**config.mk**
```make
export PLATFORM = sky130hd
export DESIGN_NAME = secuenciador_multiciclo_flat
export DESIGN_NICKNAME = d
export VERILOG_FILES = /design/src/rtl/secuenciador_multiciclo_pkg.sv /design/src/rtl/secuenciador_multiciclo_if.sv /design/src/rtl/secuenciador_multiciclo_decodificador_instr.sv /design/src/rtl/secuenciador_multiciclo.sv /design/src/flat_wrapper.sv
export SDC_FILE = /design/constraint.sdc
export NUM_CORES = 1
export LEC_CHECK = 0
export BUFFER_PORTS_ARGS = -buffer_cell sky130_fd_sc_hd__buf_2
export CORE_ASPECT_RATIO = 0.9
export CORE_UTILIZATION = 58
export CTS_BUF_LIST = sky130_fd_sc_hd__clkbuf_4
export DETAILED_ROUTE_END_ITERATION = 8
export PLACE_DENSITY = 0.87
export SETUP_SLACK_MARGIN = 0.1
export SYNTH_ARGS = -nofsm -noshare
export SYNTH_HDL_FRONTEND = slang
export SYNTH_HIERARCHICAL = 1
export SYNTH_SLANG_ARGS = --single-unit
export TNS_END_PERCENT = 1
```
**constraint.sdc**
```tcl
create_clock -name clk -period 4.82 [get_ports clk]
set_input_delay 0.723 -clock clk [delete_from_list [all_inputs] [get_ports clk]]
set_output_delay 0.723 -clock clk [all_outputs]
set_load 0.01 [all_outputs]
```
**src/rtl/secuenciador_multiciclo_pkg.sv**
```systemverilog
// Shared definitions for the multi-cycle sequencer: state encoding, opcodes,
// ALU select codes, instruction field positions and the decoded-control bundle.
// Latency: n/a (definitions only). Backpressure: n/a.
package secuenciador_multiciclo_pkg;

  typedef enum logic [2:0] {
    ST_IDLE    = 3'd0,
    ST_FETCH   = 3'd1,
    ST_DECODE  = 3'd2,
    ST_EXECUTE = 3'd3,
    ST_WRITE   = 3'd4,
    ST_HALT    = 3'd5
  } state_t;

  // Opcodes
  localparam logic [3:0] OP_AND  = 4'b0000;
  localparam logic [3:0] OP_OR   = 4'b0001;
  localparam logic [3:0] OP_ADD  = 4'b0010;
  localparam logic [3:0] OP_SUB  = 4'b0011;
  localparam logic [3:0] OP_SLT  = 4'b0100;
  localparam logic [3:0] OP_NOR  = 4'b0101;
  localparam logic [3:0] OP_SW   = 4'b0110;
  localparam logic [3:0] OP_HALT = 4'b1111;

  // ALU operation selects
  localparam logic [3:0] ALU_AND = 4'b0000;
  localparam logic [3:0] ALU_OR  = 4'b0001;
  localparam logic [3:0] ALU_ADD = 4'b0010;
  localparam logic [3:0] ALU_SUB = 4'b0110;
  localparam logic [3:0] ALU_SLT = 4'b0111;
  localparam logic [3:0] ALU_NOR = 4'b1100;

  // Instruction fields: op[19:16], spare[15], rs1[14:10], rs2[9:5], rd[4:0]
  localparam int OP_HI  = 19;
  localparam int OP_LO  = 16;
  localparam int SPARE  = 15;
  localparam int RS1_HI = 14;
  localparam int RS1_LO = 10;
  localparam int RS2_HI = 9;
  localparam int RS2_LO = 5;
  localparam int RD_HI  = 4;
  localparam int RD_LO  = 0;

  typedef struct packed {
    logic       we_rb;
    logic       write_ram;
    logic       demux;
    logic [3:0] alu_opcode;
    logic       illegal;
    logic       halt;
  } ctrl_t;

endpackage

```
**src/rtl/secuenciador_multiciclo_if.sv**
```systemverilog
// Sequencer <-> instruction ROM / datapath bus. master = sequencer side.
// Latency: instr_data is valid one cycle after instr_addr. Backpressure: none.
// Ports: instr_addr/instr_data (ROM), ra1/ra2/wa (RB addresses), strobes, alu_opcode, demultiplexor.
interface secuenciador_multiciclo_if #(
  parameter int PC_W    = 5,
  parameter int INSTR_W = 20
);
  logic [PC_W-1:0]    instr_addr;
  logic [INSTR_W-1:0] instr_data;
  logic [4:0]         ra1;
  logic [4:0]         ra2;
  logic [4:0]         wa;
  logic               write_enable_RB;
  logic               read_ram;
  logic               write_ram;
  logic [3:0]         alu_opcode;
  logic               demultiplexor;

  modport master (
    output instr_addr, ra1, ra2, wa, write_enable_RB, read_ram, write_ram,
           alu_opcode, demultiplexor,
    input  instr_data
  );

  modport slave (
    input  instr_addr, ra1, ra2, wa, write_enable_RB, read_ram, write_ram,
           alu_opcode, demultiplexor,
    output instr_data
  );
endinterface

```
**src/rtl/secuenciador_multiciclo_decodificador_instr.sv**
```systemverilog
// Opcode decoder: op[3:0] -> {we_rb, write_ram, demux, alu_opcode, illegal, halt}.
// Latency: combinational. Backpressure: none; outputs are ungated, the caller qualifies by state.
// Ports: op (in), ctrl (out, ctrl_t).
module decodificador_instr
  import secuenciador_multiciclo_pkg::*;
(
  input  logic [3:0] op,
  output ctrl_t      ctrl
);

  always_comb begin
    ctrl = '0;
    case (op)
      OP_AND:  begin ctrl.we_rb = 1'b1; ctrl.alu_opcode = ALU_AND; end
      OP_OR:   begin ctrl.we_rb = 1'b1; ctrl.alu_opcode = ALU_OR;  end
      OP_ADD:  begin ctrl.we_rb = 1'b1; ctrl.alu_opcode = ALU_ADD; end
      OP_SUB:  begin ctrl.we_rb = 1'b1; ctrl.alu_opcode = ALU_SUB; end
      OP_SLT:  begin ctrl.we_rb = 1'b1; ctrl.alu_opcode = ALU_SLT; end
      OP_NOR:  begin ctrl.we_rb = 1'b1; ctrl.alu_opcode = ALU_NOR; end
      OP_SW:   begin ctrl.write_ram = 1'b1; ctrl.demux = 1'b1; ctrl.alu_opcode = ALU_AND; end
      OP_HALT: ctrl.halt = 1'b1;
      default: ctrl.illegal = 1'b1;
    endcase
  end

endmodule

```
**src/rtl/secuenciador_multiciclo.sv**
```systemverilog
// Multi-cycle sequencer: FETCH-DECODE-EXECUTE-WRITE per instruction, owns PC/IR/retired count/err.
// Latency: 4 cycles per non-HALT instruction; start edge to first WRITE is 4 cycles.
// Backpressure: none; ROM read is fixed 1-cycle latency, start is ignored while busy.
// Ports: clk, rst (sync, active-high), start, bus (master), busy, done, err, instr_count.
module secuenciador_multiciclo
  import secuenciador_multiciclo_pkg::*;
#(
  parameter int PC_W    = 5,
  parameter int INSTR_W = 20,
  parameter int CNT_W   = 16
)(
  input  logic                      clk,
  input  logic                      rst,
  input  logic                      start,
  secuenciador_multiciclo_if.master bus,
  output logic                      busy,
  output logic                      done,
  output logic                      err,
  output logic [CNT_W-1:0]          instr_count
);

  state_t             state;
  logic [PC_W-1:0]    pc;
  logic [INSTR_W-1:0] ir;
  logic [4:0]         ra1_q, ra2_q, wa_q;
  logic [3:0]         alu_q;
  logic               demux_q, we_rb_q, wr_ram_q;
  logic [3:0]         dec_op;
  ctrl_t              ctrl;
  logic               unused_spare;

  // In DECODE the IR is still being loaded, so decode straight from the ROM
  // data; in every later state the IR is the source.
  assign dec_op = (state == ST_DECODE) ? bus.instr_data[OP_HI:OP_LO] : ir[OP_HI:OP_LO];

  decodificador_instr u_dec (
    .op   (dec_op),
    .ctrl (ctrl)
  );

  assign bus.instr_addr    = pc;
  assign bus.ra1           = ra1_q;
  assign bus.ra2           = ra2_q;
  assign bus.wa            = wa_q;
  assign bus.alu_opcode    = alu_q;
  assign bus.demultiplexor = demux_q;
  // A reset arriving during WRITE must stop the write landing on that edge.
  assign bus.write_enable_RB = we_rb_q & ~rst;
  assign bus.write_ram       = wr_ram_q & ~rst;
  assign bus.read_ram        = 1'b0;
  assign unused_spare        = ir[SPARE];

  always_ff @(posedge clk) begin
    if (rst) begin
      state       <= ST_IDLE;
      pc          <= '0;
      ir          <= '0;
      instr_count <= '0;
      err         <= 1'b0;
      busy        <= 1'b0;
      done        <= 1'b0;
      ra1_q       <= '0;
      ra2_q       <= '0;
      wa_q        <= '0;
      alu_q       <= '0;
      demux_q     <= 1'b0;
      we_rb_q     <= 1'b0;
      wr_ram_q    <= 1'b0;
    end else begin
      case (state)
        ST_IDLE, ST_HALT: begin
          if (start) begin
            pc          <= '0;
            instr_count <= '0;
            err         <= 1'b0;
            busy        <= 1'b1;
            done        <= 1'b0;
            state       <= ST_FETCH;
          end
        end
        ST_FETCH: state <= ST_DECODE;
        ST_DECODE: begin
          ir <= bus.instr_data;
          if (ctrl.halt) begin
            busy  <= 1'b0;
            done  <= 1'b1;
            state <= ST_HALT;
          end else begin
            // Addresses, ALU select and demux become visible in EXECUTE.
            ra1_q   <= bus.instr_data[RS1_HI:RS1_LO];
            ra2_q   <= bus.instr_data[RS2_HI:RS2_LO];
            wa_q    <= bus.instr_data[RD_HI:RD_LO];
            alu_q   <= ctrl.alu_opcode;
            demux_q <= ctrl.demux;
            state   <= ST_EXECUTE;
          end
        end
        ST_EXECUTE: begin
          we_rb_q  <= ctrl.we_rb;
          wr_ram_q <= ctrl.write_ram;
          err      <= err | ctrl.illegal;
          state    <= ST_WRITE;
        end
        ST_WRITE: begin
          we_rb_q  <= 1'b0;
          wr_ram_q <= 1'b0;
          ra1_q    <= '0;
          ra2_q    <= '0;
          wa_q     <= '0;
          alu_q    <= '0;
          demux_q  <= 1'b0;
          pc       <= pc + PC_W'(1);
          if (instr_count != {CNT_W{1'b1}})
            instr_count <= instr_count + CNT_W'(1);
          state    <= ST_FETCH;
        end
        default: begin
          state    <= ST_IDLE;
          busy     <= 1'b0;
          done     <= 1'b0;
          we_rb_q  <= 1'b0;
          wr_ram_q <= 1'b0;
          demux_q  <= 1'b0;
          alu_q    <= '0;
        end
      endcase
    end
  end

endmodule
```
**src/flat_wrapper.sv**
```systemverilog
// flat-port wrapper written by rule: the top's interface ports become plain ports
module secuenciador_multiciclo_flat import secuenciador_multiciclo_pkg::*;
#(
  parameter int PC_W    = 5,
  parameter int INSTR_W = 20,
  parameter int CNT_W   = 16
)
  (clk, rst, start, busy, done, err, instr_count, bus_instr_addr, bus_ra1, bus_ra2, bus_wa, bus_write_enable_RB, bus_read_ram, bus_write_ram, bus_alu_opcode, bus_demultiplexor, bus_instr_data);
  secuenciador_multiciclo_if #(.PC_W(PC_W), .INSTR_W(INSTR_W)) bus_i ();
  input  logic clk;
  input  logic rst;
  input  logic start;
  output logic busy;
  output logic done;
  output logic err;
  output logic [CNT_W-1:0] instr_count;
  output wire logic [$bits(bus_i.instr_addr)-1:0] bus_instr_addr;
  output wire logic [$bits(bus_i.ra1)-1:0] bus_ra1;
  output wire logic [$bits(bus_i.ra2)-1:0] bus_ra2;
  output wire logic [$bits(bus_i.wa)-1:0] bus_wa;
  output wire logic [$bits(bus_i.write_enable_RB)-1:0] bus_write_enable_RB;
  output wire logic [$bits(bus_i.read_ram)-1:0] bus_read_ram;
  output wire logic [$bits(bus_i.write_ram)-1:0] bus_write_ram;
  output wire logic [$bits(bus_i.alu_opcode)-1:0] bus_alu_opcode;
  output wire logic [$bits(bus_i.demultiplexor)-1:0] bus_demultiplexor;
  input wire logic [$bits(bus_i.instr_data)-1:0] bus_instr_data;
  assign bus_instr_addr = bus_i.instr_addr;
  assign bus_ra1 = bus_i.ra1;
  assign bus_ra2 = bus_i.ra2;
  assign bus_wa = bus_i.wa;
  assign bus_write_enable_RB = bus_i.write_enable_RB;
  assign bus_read_ram = bus_i.read_ram;
  assign bus_write_ram = bus_i.write_ram;
  assign bus_alu_opcode = bus_i.alu_opcode;
  assign bus_demultiplexor = bus_i.demultiplexor;
  assign bus_i.instr_data = bus_instr_data;
  secuenciador_multiciclo #(.PC_W(PC_W), .INSTR_W(INSTR_W), .CNT_W(CNT_W)) u_core (.clk(clk), .rst(rst), .start(start), .bus(bus_i), .busy(busy), .done(done), .err(err), .instr_count(instr_count));
endmodule
```
==> results of run 1 <==
-- worst paths after layout --
check / startpoint / to / cells after the start
setup / recovery: u_core/state[1] / u_core/bus.ra2[1] / 8
hold / removal: u_core/bus.wa[3] / u_core/bus.wa[3] / 2
setup reg to reg: u_core/state[1] / u_core/bus.ra2[1] / 8
hold reg to reg: u_core/bus.wa[3] / u_core/bus.wa[3] / 2
-- sequential cells by signal, indices dropped and copies added, names as in the netlist --
register / flops
u_core/done: 1
u_core/state: 3
u_core/bus.alu_opcode: 4
u_core/err: 1
u_core/ir: 4
u_core/bus.demultiplexor: 1
u_core/we_rb_q: 1
u_core/busy: 1
u_core/bus.wa: 5
u_core/bus.ra1: 5
u_core/instr_count: 16
u_core/wr_ram_q: 1
u_core/bus.instr_addr: 5
u_core/bus.ra2: 5
-- per-stage QoR --
stage	setup WS [ns]	util, %	total power (W)	hold WS, ns
6_report	1.941	70.76	0.0008098	0.4754
5_1_grt	1.710	70.76	0.0008507	0.5019
4_1_cts	1.947	70.76	0.0008168	0.4793
3_5_place_dp	1.963	68.85	0.0005744	0.4601
3_3_place_gp	2.067	68.85	0.0005707	0.4502
2_1_floorplan	2.468	-	0.0005424	0.4491
-- kinds of logic after synthesis --
kind of cell	Yosys count
multiplexers	6
AND/OR/NAND/NOR	134
buffers and inverters	27
XOR/XNOR	2
adder cells (fa/ha/maj)	3
other	1
AO/OA/AOI/OAI	86
flip-flops	53
-- cell usage in the layout (no fill, tap or decap), types with 2 or more instances in the layout --
cell type  netlist  final
buf_2            2     67
dfxtp_1         53     53
a21oi_1         39     39
nand2_1         30     30
nor2_1          27     27
nand3_1         26     26
nor2b_1         11     11
o21ai_0         10     10
nor3_1           9      8
inv_1            6      6
o211ai_1         6      6
a31oi_1          6      6
a22oi_1          6      6
clkbuf_4         0      5
nand2b_1         5      5
mux2_2           5      5
or4_1            5      5
and3_1           4      4
and4_1           3      3
or3_1            3      3
or3b_1           2      2
o31ai_1          2      2
a31o_2           2      2
a211oi_1         2      2
a311oi_1         2      2
nand3b_1         2      2
ha_1             2      2
xnor2_1          2      2
-- power breakdown --
part           total [W]  switching, W  internal (W)
Sequential      0.000463     0.0000123      0.000451
Clock           0.000244      0.000137      0.000108
Combinational   0.000103     0.0000618     0.0000408
-- layout make-up --
cell class                 instances  area share, %
clock buffer                       5          1.285
tap                               48          2.056
inverter                           6         0.7709
clock inverter                     3          1.413
multi-input combinational        232          46.42
timing repair buffer              68          11.73
sequential                        53          36.32
-- critical path: cells and delay by family (launching register included) --
| family | cells | cell delay, ns |
|---|---|---|
| muxes | 1 | 0.46 |
| DFF | 1 | 0.64 |
| AOI/OAI and AO/OA | 1 | 0.08 |
| and+or+nand+nor | 6 | 1.55 |
-- metal layers --
metal | vias up | wire length, um
li1 | 1240 | -
met1 | 1149 | 2674
met2 | 54 | 2803
met3 | 2 | 260
met4 | 0 | 33
met5 | - | 0
==> flow_summary.ini, run 1 <==
[detailed_routing]
wl_per_cell_um = 13.91
viasPerCell = 5.892
postRouteWirelength_mm = 5.771
first_pass_iters = 4
drtAntennaViolNets = 0
drc = 0
drtIter0Drc = 129
vias = 2445

[logic_synthesis]
synth-xor-area-share_pct = 0.6931
yosys.area_share.simple_pct = 27.52
yosysSeqAreaShare_pct = 41.98
synth-main-ff-cell = dfxtp_1
synth_compound_area_share_pct = 21.09
synthMuxAreaShare_pct = 2.624
synth_cell_type_count = 51
avgSynthCellArea_um2 = 8.101
syn-num-nets = 337
synth_fa_ha_area_share_pct = 1.386
yosys.area.top_type = dfxtp_1
yosys.area.top_type_share_pct = 41.98
netlist_area_um2 = 2527
synth_cells = 312
synth_top_family_by_area = simple AND/OR/NAND/NOR gates
synth_most_common_cell = dfxtp_1
ys_top_cells_by_count = 53 x dfxtp_1, 39 x a21oi_1, 30 x nand2_1
synth_area_leaders = dfxtp_1 42%, a21oi_1 7.7%, nand3_1 5.1%
synth_edf_count = 0
yosysWarnings = 6
ys_ff_latch = 53
async_reset_ff_share_pct = 0

[setup_path]
worstSetupEndpointType = flop
start_kind = flop
critPathMaxFanout = 15
max_stage_delay_ns = 0.64
rrSetupSlack_ns = 1.94
cp_data_required_time_ns = 5.05
crit_path_cell_trace = nand2b_1 -> nor2_1 -> mux2_2 -> nand3_1 -> nor2_1 -> or3_1 -> nand3_1 -> a21oi_1
crit_type = flop to flop
arrival_ns = 3.11
slowest_stage = dfxtp_1

[power]
peakVddDrop_mv = 0.1766
power.density_nw_per_um2 = 277.2
power_leakage_nw = 1.199

[timing]
rsz0062_at_grt = false
slew-limit-headroom_pct = 43.79
finalClockSkew_ns = 0.007576
setup-violations-final = 0
report.final.slew_viol_count = 0
max_freq_ghz = 0.3474
final-hold-violation-count = 0
tightest_slew_ns = 0.8395
fin_tns_setup_ns = 0
min_period_over_period_pct = 59.72
fin_crit_ns = 2.879

[status]
outcome = finished clean

[clocking]
cts_max_level = 2
cts_setup_buffers = 0
clk_latency_ns = 0.37
cts_buffer_depth = 2
clock-sinks = 53
clk_pin_slew_ns = 0.14
cts_tree = built
ctsHoldBuffers = 0
cts_root_buf = clkbuf_4
cts_resized = 0
numCtsBuffers = 5

[cells_and_area]
drive_gt1_share_pct = 23.71
fillers = 352
n_antenna_cell = 0
seq_area_um2 = 1061
area_growth_pct = 15.59
final_cell_count_no_fill = 415
fin_area_um2 = 2922
multi_input_area_um2 = 1356
nets = 391

[die]
initial_core_util_pct = 61.21
die_w_um = 71.59
row_count = 22
core_area_um2 = 4129
dieArea_um2 = 4626
ios = 70
die_y_um = 64.63

[grt]
grt_max_degree = 49
use_met1_pct = 32.91
grt_util_met2_pct = 43.69
track_usage_pct = 25.76
use_met3_pct = 6.221
grt_pass1_wl_mm = 9.487
grt_overflow = 0
grt_pass1_vias = 2099
antenna_found_initial = 0
grt-busiest-layer = met2

[place]
numPortBuffers = 67
placedInstanceArea_um2 = 2843
dpl.hpwl_mm = 3.902
place.gp.congestion = 0.8147
dp_cells = 407

[worst_hold_path]
hold_class = flop to flop

[run]
cap_viol_max_count = 0
Power figures use the tool's default switching activity.
==> run 2: changes to the inputs <==
CORE_UTILIZATION = 49   (was 58)
PLACE_DENSITY = 0.79   (was 0.87)
clock period = 2.4 ns   (was 4.82 ns; I/O delays follow)
==> flow_summary.ini, run 2 (synthesized netlist as in run 1, its figures left out) <==
[grt]
antenna_found_initial = 0
grt_pass1_wl_mm = 9.811
track_usage_pct = 22.51
grt_max_degree = 26
grt_overflow = 0
grt_pass1_vias = 2144

[detailed_routing]
wl_per_cell_um = 13.90
postRouteWirelength_mm = 6.100
vias = 2492
viasPerCell = 5.677
drc = 0
first_pass_iters = 4
drtIter0Drc = 165
drtAntennaViolNets = 0

[setup_path]
crit_type = flop to flop
arrival_ns = 2.45
worstSetupEndpointType = flop
crit_path_cell_trace = nand2b_1 -> nor2_4 -> mux2_2 -> nand3_1 -> nor2_2 -> or3_4 -> nand3_1 -> a21oi_1
start_kind = flop
path_common_cell = nand3_1
critPathMaxFanout = 14
slowest_stage = or3_4
max_stage_delay_ns = 0.47
cp_data_required_time_ns = 2.65

[timing]
min_period_over_period_pct = 91.90
fin_tns_setup_ns = 0
report.final.slew_viol_count = 0
final-hold-violation-count = 0
finalClockSkew_ns = 0.01646
max_freq_ghz = 0.4534
rsz0062_at_grt = false
tightest_slew_ns = 0.5904
setup-violations-final = 0
slew-limit-headroom_pct = 60.64
fin_crit_ns = 2.206

[cells_and_area]
area_growth_pct = 19.01
fin_area_um2 = 3008
utilization_pct = 61.45
nets = 398
drive_gt1_share_pct = 26.47
fillers = 443
seq_area_um2 = 1061
multi_input_area_um2 = 1375
largest_register = u_core/instr_count
largest_register_ffs = 16
final_common_cell = buf_2
final_cell_count_no_fill = 439
n_antenna_cell = 0
final_cell_mix = 67 x buf_2, 53 x dfxtp_1, 38 x a21oi_1, 30 x nand2_1, 26 x nand3_1

[clocking]
cts_buffer_depth = 2
cts_root_buf = clkbuf_4
cts_max_level = 2
cts_tree = built
numCtsBuffers = 5
clock-sinks = 53
clk_pin_slew_ns = 0.15
clk_latency_ns = 0.36

[place]
numPortBuffers = 67
dp_cells = 431
place.gp.congestion = 0.8263
dpl.hpwl_mm = 4.242
placedInstanceArea_um2 = 2932

[die]
row_count = 24
die_y_um = 70.14
dieArea_um2 = 5450
core_area_um2 = 4895
ios = 70
initial_core_util_pct = 51.64
die_w_um = 77.71

[worst_hold_path]
hold_class = input port to flop

[power]
peakVddDrop_mv = 0.2915
power_leakage_nw = 1.230
power.density_nw_per_um2 = 519.0

[run]
cap_viol_max_count = 0

[status]
outcome = finished clean
[run 2: per-stage QoR]
stage / power, W / setup WS (ns) / hold WS [ns]
after detailed placement: 0.001170 / 0.02381 / 0.4586
after global routing: 0.001644 / 0.1065 / 0.1745
after global placement: 0.001163 / 0.04616 / 0.4508
after CTS: 0.001573 / 0.07096 / 0.1919
final: 0.001561 / 0.1943 / 0.2098
after floorplan: 0.001090 / 0.1108 / 0.4491
[run 2: cell type report]
class / count / share of cell area (%)
clock inverter: 2 / 0.4992
tap: 65 / 2.704
inverter: 6 / 0.7488
sequential: 53 / 35.27
clock buffer: 6 / 1.498
timing repair buffer: 75 / 13.56
multi-input combinational: 232 / 45.72
[run 2: metal layers]
metal	wire (um)	global-route usage, %	share of wire, %	vias up
met5	0	0	0	-
met4	27	6.289	0.44	0
met3	274	4.837	4.5	2
met2	3013	38.05	49	60
met1	2784	28.79	46	1185
li1	-	-	-	1245
[run 2: path summary, 6_finish.rpt]
| check | startpoint | to | slack [ns] | cells past startpoint |
|---|---|---|---|---|
| max | u_core/state[2] | u_core/bus.ra2[0] | 0.19 | 8 |
| min | bus_instr_data[9] | u_core/bus.ra2[4] | 0.21 | 3 |
| max reg2reg | u_core/state[2] | u_core/bus.ra2[0] | 0.19 | 8 |
| min reg2reg | u_core/bus.ra2[3] | u_core/bus.ra2[3] | 0.48 | 2 |
[run 2: critical path, delay by kind of cell, from the launching register on]
family           cells  cell delay (ns)
flip-flops           1             0.33
multiplexers         1             0.43
AND/OR/NAND/NOR      6             1.28
AO/OA/AOI/OAI        1             0.07
[run 2: timing repair]
item                                    in CTS  in global routing
hold endpoints to repair                     0                  0
resized for setup                            1                  3
endpoints found under the setup margin      16                 21
hold buffers                                 0                  0
buffers inserted                             0                  0
[run 2: report_power, final]
part	internal (W)	total [W]	switching, W
Clock	0.000126	0.000403	0.000276
Sequential	0.000906	0.000919	0.0000136
Combinational	0.0000959	0.000240	0.000144
